File: config.mk
export PLATFORM = sky130hd
export DESIGN_NAME = ks_sub_pipe
export DESIGN_NICKNAME = d
export VERILOG_FILES = /design/src/rtl/ks_sub_pipe.sv
export SDC_FILE = /design/constraint.sdc
export NUM_CORES = 1
export LEC_CHECK = 0
export ABC_CLOCK_PERIOD_IN_PS = 3800
export BUFFER_PORTS_ARGS = -buffer_cell sky130_fd_sc_hd__buf_2
export CAP_MARGIN = 20
export CORE_MARGIN = 2
export CORE_UTILIZATION = 55
export DETAILED_ROUTE_END_ITERATION = 8
export GPL_ROUTABILITY_DRIVEN = 0
export PLACE_DENSITY = 0.84
export SETUP_SLACK_MARGIN = 0.1
export SLEW_MARGIN = 30
export SYNTH_ARGS = -nofsm -noshare
export SYNTH_HDL_FRONTEND = slang
export SYNTH_SLANG_ARGS = --single-unit
File: constraint.sdc
create_clock -name i_clk -period 3.8 [get_ports i_clk]
set_input_delay 0.57 -clock i_clk [delete_from_list [all_inputs] [get_ports i_clk]]
set_output_delay 0.57 -clock i_clk [all_outputs]
set_load 0.005 [all_outputs]
File: src/rtl/ks_sub_pipe.sv
// 3-stage Kogge-Stone add/sub pipeline with valid/ready flow control.
// Optional o_ovf/o_zero flags when KS_SUB_FLAGS_EN is defined.
module ks_sub_pipe (
    input  logic        i_clk,
    input  logic        i_rst_n,
    input  logic        i_valid,
    output logic        o_ready,
    input  logic        i_sub,
    input  logic [31:0] i_a,
    input  logic [31:0] i_b,
    input  logic [3:0]  i_tag,
    output logic        o_valid,
    input  logic        i_ready,
    output logic [31:0] o_res,
    output logic        o_cout,
    output logic [3:0]  o_tag
`ifdef KS_SUB_FLAGS_EN
    ,
    output logic        o_ovf,
    output logic        o_zero
`endif
);

    function automatic logic [31:0] ks_g(
        input logic [31:0] g,
        input logic [31:0] p,
        input int          d
    );
        logic [31:0] gn;
        gn = g;
        for (int i = d; i < 32; i++)
            gn[i] = g[i] | (p[i] & g[i-d]);
        return gn;
    endfunction

    function automatic logic [31:0] ks_p(
        input logic [31:0] p,
        input int          d
    );
        logic [31:0] pn;
        pn = p;
        for (int i = d; i < 32; i++)
            pn[i] = p[i] & p[i-d];
        return pn;
    endfunction

    logic        adv;
    logic [31:0] bx;

    logic        v1, c0_1;
    logic [31:0] p1, g1;
    logic [3:0]  tag1;

    logic        v2, c0_2;
    logic [31:0] p2, gg2, gp2;
    logic [3:0]  tag2;

    logic [31:0] s2_gs, s2_g1, s2_p1, s2_g2, s2_p2, s2_g4, s2_p4;
    logic [31:0] s3_g8, s3_p8, s3_g16, s3_sum;

    assign adv     = ~o_valid | i_ready;
    assign o_ready = adv;
    assign bx      = i_b ^ {32{i_sub}};

    // Carry-in folded into bit 0 generate so the prefix tree sees it
    always_comb begin
        s2_gs    = g1;
        s2_gs[0] = g1[0] | (p1[0] & c0_1);
    end

    assign s2_g1 = ks_g(s2_gs, p1, 1);
    assign s2_p1 = ks_p(p1, 1);
    assign s2_g2 = ks_g(s2_g1, s2_p1, 2);
    assign s2_p2 = ks_p(s2_p1, 2);
    assign s2_g4 = ks_g(s2_g2, s2_p2, 4);
    assign s2_p4 = ks_p(s2_p2, 4);

    assign s3_g8  = ks_g(gg2, gp2, 8);
    assign s3_p8  = ks_p(gp2, 8);
    assign s3_g16 = ks_g(s3_g8, s3_p8, 16);
    assign s3_sum = p2 ^ {s3_g16[30:0], c0_2};

    always_ff @(posedge i_clk or negedge i_rst_n) begin
        if (!i_rst_n) begin
            v1      <= 1'b0;
            c0_1    <= 1'b0;
            p1      <= '0;
            g1      <= '0;
            tag1    <= '0;
            v2      <= 1'b0;
            c0_2    <= 1'b0;
            p2      <= '0;
            gg2     <= '0;
            gp2     <= '0;
            tag2    <= '0;
            o_valid <= 1'b0;
            o_res   <= '0;
            o_cout  <= 1'b0;
            o_tag   <= '0;
        end else if (adv) begin
            v1      <= i_valid;
            c0_1    <= i_sub;
            p1      <= i_a ^ bx;
            g1      <= i_a & bx;
            tag1    <= i_tag;
            v2      <= v1;
            c0_2    <= c0_1;
            p2      <= p1;
            gg2     <= s2_g4;
            gp2     <= s2_p4;
            tag2    <= tag1;
            o_valid <= v2;
            o_res   <= s3_sum;
            o_cout  <= s3_g16[31];
            o_tag   <= tag2;
        end
    end

`ifdef KS_SUB_FLAGS_EN
    logic a31_1, a31_2;

    // Operand signs agree when p[31] is clear; overflow if sum sign != a sign
    always_ff @(posedge i_clk or negedge i_rst_n) begin
        if (!i_rst_n) begin
            a31_1  <= 1'b0;
            a31_2  <= 1'b0;
            o_ovf  <= 1'b0;
            o_zero <= 1'b0;
        end else if (adv) begin
            a31_1  <= i_a[31];
            a31_2  <= a31_1;
            o_ovf  <= ~p2[31] & (s3_sum[31] ^ a31_2);
            o_zero <= (s3_sum == 32'd0);
        end
    end
`endif

endmodule

Word level (Yosys, flattened, before mapping)
Index checks and enable logic that the tools add are counted.

Bitwise logic cells: 371. Add/subtract/negate cells: 0. Magnitude comparators: 0. Multiply operators: 0. Reductions and logical operators: 0. Div/mod/pow operators: 0. Equality and inequality tests: 0. Shifts and indexed selects: 0. Muxes and demuxes: 0.

Operators by type and width (count): 1-bit bitwise AND (235); 1-bit OR (131); 32-bit XOR (3); 32-bit bitwise AND (1); 1-bit inverter (1).

Memory bits (writable): 0. Latch bits: 0. Bits of input ports: 73. Register bits: 210. Word-level logic and storage cells: 386. Output and inout bits: 39. Memories kept: 0. Memory bits (read-only): 0.

Depth between registers and ports, before layout
Gate-level depths: netlist of the first run.

Depth after elaboration: 8. Gate-level depth with buffers: 7. Depth with buffers taken out: 5.

Worst setup path before layout of the first run
No wires, ideal clock.

Path type: input to output. Start: input i_ready. End: output o_ready. Required time: 3.230 ns. Arrival: 1.059 ns. Slack: 2.171 ns. Buffers on the path: 2. Cell stages on the path: 4. Cells stage by stage: nor2b_4 > inv_2 > buf_2 > buf_2.

Longest elaborated chain between the ends: 1.

Ends and longest elaborated chain: start: declaration (line 13) `input logic i_ready,`; 1-bit OR (line 61) `assign adv = ~o_valid | i_ready;`; end: declaration (line 7) `output logic o_ready,`.

Every way passes these cells.

Worst setup path after layout of the first run
Start: register o_valid. End: output o_ready.

Longest elaborated chain between the ends: 2.

Ends and longest elaborated chain: start: declaration (line 12) `output logic o_valid,`; start signal: assignment (line 112) `o_valid <= v2;`; 1-bit inverter (line 61); 1-bit OR (line 61).

Every way passes these cells.

==> results of run 1 <==
[synthesized netlist by cell type (6+ instances only)]
master,number
a21o_1,8
a21oi_1,69
a22o_1,9
a311o_1,7
a31oi_1,6
and2_1,8
buf_2,45
buf_4,6
dfrtp_1,202
ha_1,32
nand2_1,403
nand4_1,10
nor2_1,69
nor3_1,6
o21ai_0,28
o21ai_1,22
o22ai_1,7
xnor2_1,24
xor2_1,40
[power breakdown]
| group | internal, W | switching [W] |
|---|---|---|
| sequential | 0.00287 | 0.000653 |
| combinational | 0.000921 | 0.00133 |
| clock | 0.00138 | 0.000805 |
[layer usage]
metal | global-route usage | routed length (um) | part of all wire
met5 | 0 | 0 | 0
met1 | 0.369 | 9540 | 0.44
met2 | 0.372 | 9670 | 0.45
met4 | 0.0660 | 452 | 0.021
met3 | 0.0363 | 1780 | 0.083
[worst max-delay path: cells and delay by family, from the launching register on]
family / cells / cell delay, ns
flops: 1 / 0.34
simple gates: 1 / 0.50
buf+inv: 2 / 0.60
[registers in the layout (all words and copies together) (netlist names)]
name	count
gg2	32
o_cout	1
c0_2	1
p2	32
o_valid	1
v1	1
g1	32
v2	1
gp2	24
c0_1	1
o_res	32
p1	32
o_tag	4
tag2	4
tag1	4
[cells by family (layout without fill, tap and decap cells)]
kind of cell               count (synthesis)  in the layout
xor gates and xnor gates                  64             64
AOI/OAI and AO/OA                        181            181
DFF                                      202            202
adders and majority gates                 32             32
and+or+nand+nor                          512            512
muxes                                      1              1
buffers and inverters                     56            159
[final cells by class]
class / count / area (um^2) / area share
Inverter: 3 / 16.3 / 0.00150
Sequential cell: 202 / 5050 / 0.465
Clock buffer: 30 / 609 / 0.0560
Timing Repair Buffer: 120 / 672 / 0.0618
Tap cell: 220 / 275 / 0.0253
Clock inverter: 6 / 130 / 0.0120
Multi-Input combinational cell: 790 / 4120 / 0.379
[how the worst max path moves through the flow]
stage / cells past startpoint / endpoint / slack [ns] / start
CTS: 3 / o_ready / 1.29 / o_valid$_DFFE_PN0P_
global route: 3 / o_ready / 1.14 / o_valid$_DFFE_PN0P_
global placement: 4 / o_ready / 1.49 / i_ready
floorplan: 4 / o_ready / 2.17 / i_ready
detailed placement: 4 / o_ready / 1.48 / i_ready
finish: 3 / o_ready / 1.28 / o_valid$_DFFE_PN0P_
[stage by stage]
step                setup slack [ns]  utilization  std cells  hold slack [ns]  power, W
finish                          1.28        0.651       1371            0.165   0.00796
global route                    1.14        0.651       1371            0.253   0.00847
CTS                             1.29        0.651       1371            0.224   0.00797
detailed placement              1.48        0.607       1335            0.455   0.00575
global placement                1.49        0.607       1335            0.448   0.00566
floorplan                       2.17            -       1048            0.274   0.00494
==> metrics.txt, run 1 <==
Root Buffer=clkbuf_16; Vias/cell=5.50; Max-Slew Margin vs Limit=0.424; Synth Net Count=1,153; FF+latch count, synth=202; P&R area growth vs syn=14.9%; worst path cell trace=nor2b_4, inv_6, buf_2; path type of the worst setup path=flip-flop to primary output; reg2reg end=gg2[11]$_DFFE_PN0P_; minimum clock period=2.52 ns; H-tree depth=1; syn avg cell area=9.04 um^2; Synth cell types=45; worst-path maximum fanout=87; Peak VDD IR=362 uV; detailed-route via count=7,537; Post-synth EDFFs=0; Worst Setup Start Kind=flip-flop; slowest CP cell=nor2b_4; clk_lat worst skew=0.49 ns; first-pass GRT wire length=35.9 mm; vias in the first global route=7,230; setup tns final=0 ns; TritonCTS Sinks=202; Die Height=135 um; largest stage delay on the critical path=0.50 ns; Top FF cell, synth=dfrtp_1; cell taking the most area after synthesis=dfrtp_1; largest family of logic cells by synthesized area=simple AND/OR/NAND/NOR gates; max-slew violations=0; Post-Syn Area=9470 um^2; Core ar.=16,700 um^2; Final Skew=0.0107 ns; Post-DP Area=10,100 um^2; post-synthesis sequential area ratio=0.534; Post-CTS Setup Bufs=0; wire per inst=15.6 um; commonest cells after routing, fill and taps aside=nand2_1 (403), dfrtp_1 (202), buf_2 (109); hpwl dp=14.4 mm; Starting Density=0.567; mux cell area share after synthesis=0.00106; post-synthesis compound-gate area fraction=0.118; Tot GR Track Use=0.244; ys async rst share=1.00; Post-Synth Adder-Cell Area=0.0423; final period utilization=0.663; drt total wl=21.4 mm; P_leak=5.47 nW; most common cell after layout, fill and taps aside=nand2_1; boundary pin count=112; CP arrival=1.95 ns; post_cts resized=0; worst hold path class=input port to asynchronous set/reset pin; Worst-path clk slew=0.07 ns; Yosys Warn Count=0; First DRT Iteration DRCs=918; Die Width=135 um; post-route design area=10,900 um^2; share of layout cells above drive strength 1=0.141; Critical Path RT=3.23 ns; max cap viols=0; largest net degree at the start of global routing=109; CTS Buf Count=20; antenna cells=0; xor/xnor share of the synthesized area=0.0592; Reg2Reg Depth=5; worst-margin pin slew=0.865 ns; Post-DRT Antenna Nets=0; dominant cells by area after synthesis=dfrtp_1 (53%), nand2_1 (16%), ha_1 (4.2%); outcome=complete, no violations; buffers added on ports=111; critical path endpoint category=primary output; Crit Reg-Reg Startpoint=o_valid$_DFFE_PN0P_; RSZ-0062 raised after global routing=false; total grt overflow=0; Clock Path Buffers=3; floorplan die area=18,300 um^2; Yosys top cell area share=0.534; Max Clock Freq=0.397 GHz; CTS tree=done; row count=47; initial antenna violation count=0; synthesized instance count=1,048; FF-to-FF setup slack=1.76 ns; Pwr Density=732 nW/um^2; FILL cells=1,340; CTS hold repair buffers=0; Setup Viol. Count Final=0; Hold Vio Cnt, Final=0; simple-gate share of the synthesized area=0.214; DRC viols=0; first-pass iteration count of the detailed router=5; Layout Nets=1,242
No activity file was read; power rests on OpenSTA's default activity.
==> run 2: changes to the inputs <==
Settings changed: ABC_CLOCK_PERIOD_IN_PS 3800 to 2370.
Clock period 3.8 ns to 2.37 ns, I/O delays scaled along.
==> metrics.txt, run 2 (synthesis results as in run 1) <==
first-pass GRT wire length=35.2 mm; register share of total power=0.448; CTS Buf Count=20; worst-path maximum fanout=60; largest net degree at the start of global routing=72; Root Buffer=clkbuf_16; Final Skew=0.0121 ns; initial antenna violation count=0; Critical Path RT=2.01 ns; combinational share of power=0.292; critical path endpoint category=primary output; post_cts resized=0; Vias/cell=5.37; vias in the first global route=7,054; most common cell after layout, fill and taps aside=nand2_1; P_leak=5.49 nW; Worst Setup Start Kind=flip-flop; drt total wl=21.1 mm; H-tree depth=1; Clock Path Buffers=3; Die Width=135 um; Peak VDD IR=558 uV; Core ar.=16,700 um^2; path type of the worst setup path=flip-flop to primary output; DRC viols=0; Starting Density=0.567; clock network fraction of total power=0.260; hpwl dp=14.8 mm; share of layout cells above drive strength 1=0.145; met1 usage=0.362; WP buf/inv=2; delay-heaviest family, CP=buffers and inverters; max-slew violations=0; detailed-route via count=7,395; setup tns final=0 ns; First DRT Iteration DRCs=763; grt met2 use=0.358; CP arrival=1.56 ns; Tot GR Track Use=0.238; Max-Slew Margin vs Limit=0.622; switching power total=0.00448 W; TritonCTS Sinks=202; row count=47; minimum clock period=1.91 ns; Switching Fraction=0.356; worst path cell trace=nor2b_4, inv_6, buf_2; Hold Vio Cnt, Final=0; wire per inst=15.3 um; max cap viols=0; P&R area growth vs syn=15.3%; buffers added on ports=111; PnR Total Power=0.0126 W; Setup Viol. Count Final=0; commonest cells after routing, fill and taps aside=nand2_1 (403), dfrtp_1 (202), buf_2 (110); Layout Nets=1,247; worst-margin pin slew=0.552 ns; antenna cells=0; slowest CP cell=dfrtp_1; largest stage delay on the critical path=0.37 ns; outcome=complete, no violations; floorplan die area=18,300 um^2; busiest layer in global routing=met1; first-pass iteration count of the detailed router=5; RSZ-0062 raised after global routing=false; M3 GR Usage=0.0382; Die Height=135 um; boundary pin count=112; clk_lat worst skew=0.50 ns; total grt overflow=0; final period utilization=0.807; Max Clock Freq=0.523 GHz; Post-DRT Antenna Nets=0; CTS tree=done; Worst-path clk slew=0.06 ns; internal power=0.00810 W; Pwr Density=1150 nW/um^2; worst hold path class=input port to flip-flop
## run 2: changes by cell type in the layout (fill, tap and decap cells not counted), sizes merged
cell / previous run / this run
buf: 119 / 123
clkinv: 2 / 3
dlygate4sd3: 0 / 1
clkbuf: 31 / 32
clkinvlp: 0 / 1
bufinv: 4 / 1
## run 2: layout make-up
cell class,count,area [um^2]
inverter,3,16.3
sequential,202,5050
multi-input combinational,790,4120
clock buffer,31,643
timing repair buffer,125,759
tap,220,275
fill,1292,5780
clock inverter,5,52.6
## run 2: stage by stage
step | instances | area [um^2] | setup slack [ns] | hold WS, ns | util
2_1_floorplan | 1048 | 9470 | 1.02 | 0.0599 | -
3_3_place_gp | 1339 | 10200 | 0.745 | 0.373 | 0.612
3_5_place_dp | 1339 | 10200 | 0.606 | 0.372 | 0.612
4_1_cts | 1376 | 10900 | 0.445 | 0.0438 | 0.654
5_1_grt | 1376 | 10900 | 0.382 | 0.0550 | 0.654
6_report | 1376 | 10900 | 0.457 | 0.0533 | 0.654
## run 2: worst paths after layout
check                                      end  depth (start not counted)  slack, ns                 from
setup / recovery                       o_ready                          3       0.46  o_valid$_DFFE_PN0P_
hold / removal             tag1[0]$_DFFE_PN0P_                          3       0.05             i_tag[0]
max in group asynchronous  gg2[14]$_DFFE_PN0P_                          3       1.19              i_rst_n
min in group asynchronous    p1[7]$_DFFE_PN0P_                          2       0.40              i_rst_n
hold reg to reg            o_valid$_DFFE_PN0P_                          1       0.46       v2$_DFFE_PN0P_
setup reg to reg           gg2[24]$_DFFE_PN0P_                          6       0.52  o_valid$_DFFE_PN0P_
## run 2: layer usage
metal	routed length [um]	share of wire
met1	9630	0.46
met2	9300	0.44
met3	1670	0.080
met4	452	0.021
met5	0	0
## run 2: worst min-delay path: stages
cell and delay [ns]:
buf_2 0.07, nand2_1 0.04, nand2_1 0.05
## run 2: repair_timing
item	CTS	global route
buffers inserted	0	0
hold endpoints to repair	58	0
hold buffers	1	0
## run 2: power by group through the flow
stage	sequential [W]	combinational, W	clock, W
final	0.00563	0.00368	0.00327
after global routing	0.00577	0.00419	0.00346
after CTS	0.00561	0.00370	0.00330
after detailed placement	0.00565	0.00365	0
after global placement	0.00560	0.00353	0
after floorplan	0.00535	0.00257	0
==> run 3: changes to the inputs <==
Settings changed: ABC_AREA set to 1, ABC_CLOCK_PERIOD_IN_PS 2370 to 1650, CORE_UTILIZATION 55 to 53.
Clock period 2.37 ns to 1.65 ns, I/O delays scaled along.
==> metrics.txt, run 3 <==
floorplan die area=19,300 um^2; Worst-path clk slew=0.06 ns; ys async rst share=1.00; Max Clock Freq=0.672 GHz; FILL cells=1,482; internal power=0.0117 W; FF+latch count, synth=202; DRC viols=0; Critical Path RT=2.04 ns; Synth Net Count=1,262; Max-Slew Margin vs Limit=0.717; hpwl dp=16.3 mm; Switching Fraction=0.362; outcome=complete, no violations; share of layout cells above drive strength 1=0.136; hold slack=0.0701 ns; largest net degree at the start of global routing=79; WP buf/inv=5; final period utilization=0.901; buffers added on ports=111; Core ar.=17,900 um^2; RSZ-0062 raised after global routing=false; Yosys Warn Count=0; Worst Setup Start Kind=flip-flop; Reg area=5050 um^2; dominant cells by area after synthesis=dfrtp_1 (52%), nand2_1 (19%), nand3_1 (4.5%); Peak VDD IR=1220 uV; synthesized instance count=1,157; boundary pin count=112; Tot GR Track Use=0.241; worst setup margin=0.163 ns; Starting Density=0.540; Pwr Density=1620 nW/um^2; wire per inst=15.7 um; post-route design area=11,400 um^2; Yosys top cell area share=0.523; worst-margin pin slew=0.421 ns; slowest CP cell=dfrtp_1; Multi-input gate area=4090 um^2; Die Width=139 um; Clock Path Buffers=3; Final Skew=0.0113 ns; crit-path most repeated cell=buf_12; post-synthesis sequential area ratio=0.523; detailed-route via count=8,342; Reg2Reg Depth=8; commonest cells in the netlist=nand2_1 (479), dfrtp_1 (202), nand3_1 (87), o21ai_0 (83), inv_1 (55); Post-DRT Antenna Nets=0; most common cell after layout, fill and taps aside=nand2_1; setup tns final=0 ns; worst hold path class=input port to flip-flop; largest stage delay on the critical path=0.34 ns; minimum clock period=1.49 ns; path type of the worst setup path=flip-flop to flip-flop; combinational share of power=0.298; total grt overflow=0; P&R area growth vs syn=17.7%; Die Height=139 um; first-pass iteration count of the detailed router=7; FF-to-FF setup slack=0.16 ns; P_leak=5.87 nW; reg2reg end=gg2[7]$_DFFE_PN0P_; Hold Crit Start=i_a[30]; most common cell in the netlist=nand2_1; delay-heaviest family, CP=buffers and inverters; syn avg cell area=8.35 um^2; Root Buffer=clkbuf_16; Post-Syn Area=9660 um^2; Post-synth EDFFs=0; worst min-delay path endpoint=p1[30]$_DFFE_PN0P_; Hold Vio Cnt, Final=0; clock network fraction of total power=0.268; CTS Buf Count=22; register share of total power=0.434; critical path endpoint category=flip-flop; antenna cells=0; max-slew violations=0; Top FF cell, synth=dfrtp_1; worst path cell trace=inv_1, nor2_4, inv_6, buf_12, buf_12, buf_4, a21boi_0, nand2_1; cell taking the most area after synthesis=dfrtp_1; worst-path maximum fanout=34; clk_lat worst skew=0.50 ns; Worst Hold Depth=4; commonest cells after routing, fill and taps aside=nand2_1 (479), dfrtp_1 (202), buf_2 (110); max cap viols=0; Setup Viol. Count Final=0; Crit Reg-Reg Startpoint=o_valid$_DFFE_PN0P_; Post-DP Area=10,500 um^2; row count=49; vias in the first global route=7,896; Synth cell types=25; first-pass GRT wire length=38.9 mm; switching power total=0.00666 W; Layout Nets=1,381; dpl ws=0.223 ns; TritonCTS Sinks=202; CTS tree=done; CP arrival=1.87 ns; Vias/cell=5.49; drt total wl=23.8 mm; initial antenna violation count=0; First DRT Iteration DRCs=877; H-tree depth=1
==> run 3: cell types whose count changed after synthesis, sizes merged, moves of 9 or more <==
cell   previous run  this run
nand3             4        87
a21oi            70        50
nand2           403       479
xnor2            24         9
inv               3        56
nor2             69        38
nand4            10         1
o21ai            50        90
a21o              9         0
==> run 3: worst register-to-register path, delay by kind of cell (launching register included) <==
kind                   cells  cell delay (ns)
DFF                        1             0.34
and+or+nand+nor            2             0.23
buffers and inverters      5             0.62
AOI/OAI and AO/OA          1             0.19
==> run 3: cell type report <==
type                       count  area share
sequential                   202       0.444
multi-input combinational    849       0.359
timing repair buffer         145      0.0887
clock buffer                  31      0.0559
tap                          229      0.0252
inverter                      56      0.0189
clock inverter                 7     0.00770
==> run 3: through the flow <==
step,util,total power (W),instances
floorplan,-,0.0112,1157
global placement,0.587,0.0130,1472
detailed placement,0.587,0.0132,1472
CTS,0.633,0.0183,1518
global route,0.635,0.0195,1519
finish,0.635,0.0184,1519
==> run 3: routing by layer <==
metal | vias up | part of all wire | track usage
met5 | - | 0 | 0
met4 | 0 | 0.025 | 0.0659
met3 | 53 | 0.073 | 0.0383
met2 | 402 | 0.46 | 0.381
met1 | 3916 | 0.45 | 0.350
li1 | 3971 | - | -
==> run 3: how the worst max path moves through the flow <==
stage                              from              endpoint  slack (ns)  cells past startpoint
floorplan                         i_sub     p1[2]$_DFFE_PN0P_        0.37                      6
global placement    o_valid$_DFFE_PN0P_  o_res[2]$_DFFE_PN0P_        0.24                      4
detailed placement  o_valid$_DFFE_PN0P_  o_res[7]$_DFFE_PN0P_        0.22                      4
CTS                 o_valid$_DFFE_PN0P_  o_res[3]$_DFFE_PN0P_        0.13                      5
global route        o_valid$_DFFE_PN0P_    gg2[7]$_DFFE_PN0P_        0.11                      8
finish              o_valid$_DFFE_PN0P_    gg2[7]$_DFFE_PN0P_        0.16                      8
==> run 3: kinds of logic after synthesis <==
group,share of synthesized area
fa+ha+maj,0.0415
xor+xnor,0.0381
buf+inv,0.0548
simple gates,0.253
compound gates,0.0892
flops,0.523
==> run 3: power groups by stage <==
stage / Combinational [W] / Sequential (W) / Clock (W)
after floorplan: 0.00354 / 0.00762 / 0
after global placement: 0.00508 / 0.00793 / 0
after CTS: 0.00537 / 0.00791 / 0.00499
final: 0.00548 / 0.00797 / 0.00493
after detailed placement: 0.00525 / 0.00797 / 0
after global routing: 0.00621 / 0.00815 / 0.00518
==> run 3: what timing repair did <==
action | in CTS | in global routing
gates resized for setup | 0 | 5
pin swaps | 1 | 0
endpoints found under the hold margin | 68 | 0
setup endpoints to repair | 1 | 64
gates cloned | 0 | 1
hold buffers | 6 | 0
buffers inserted | 2 | 0
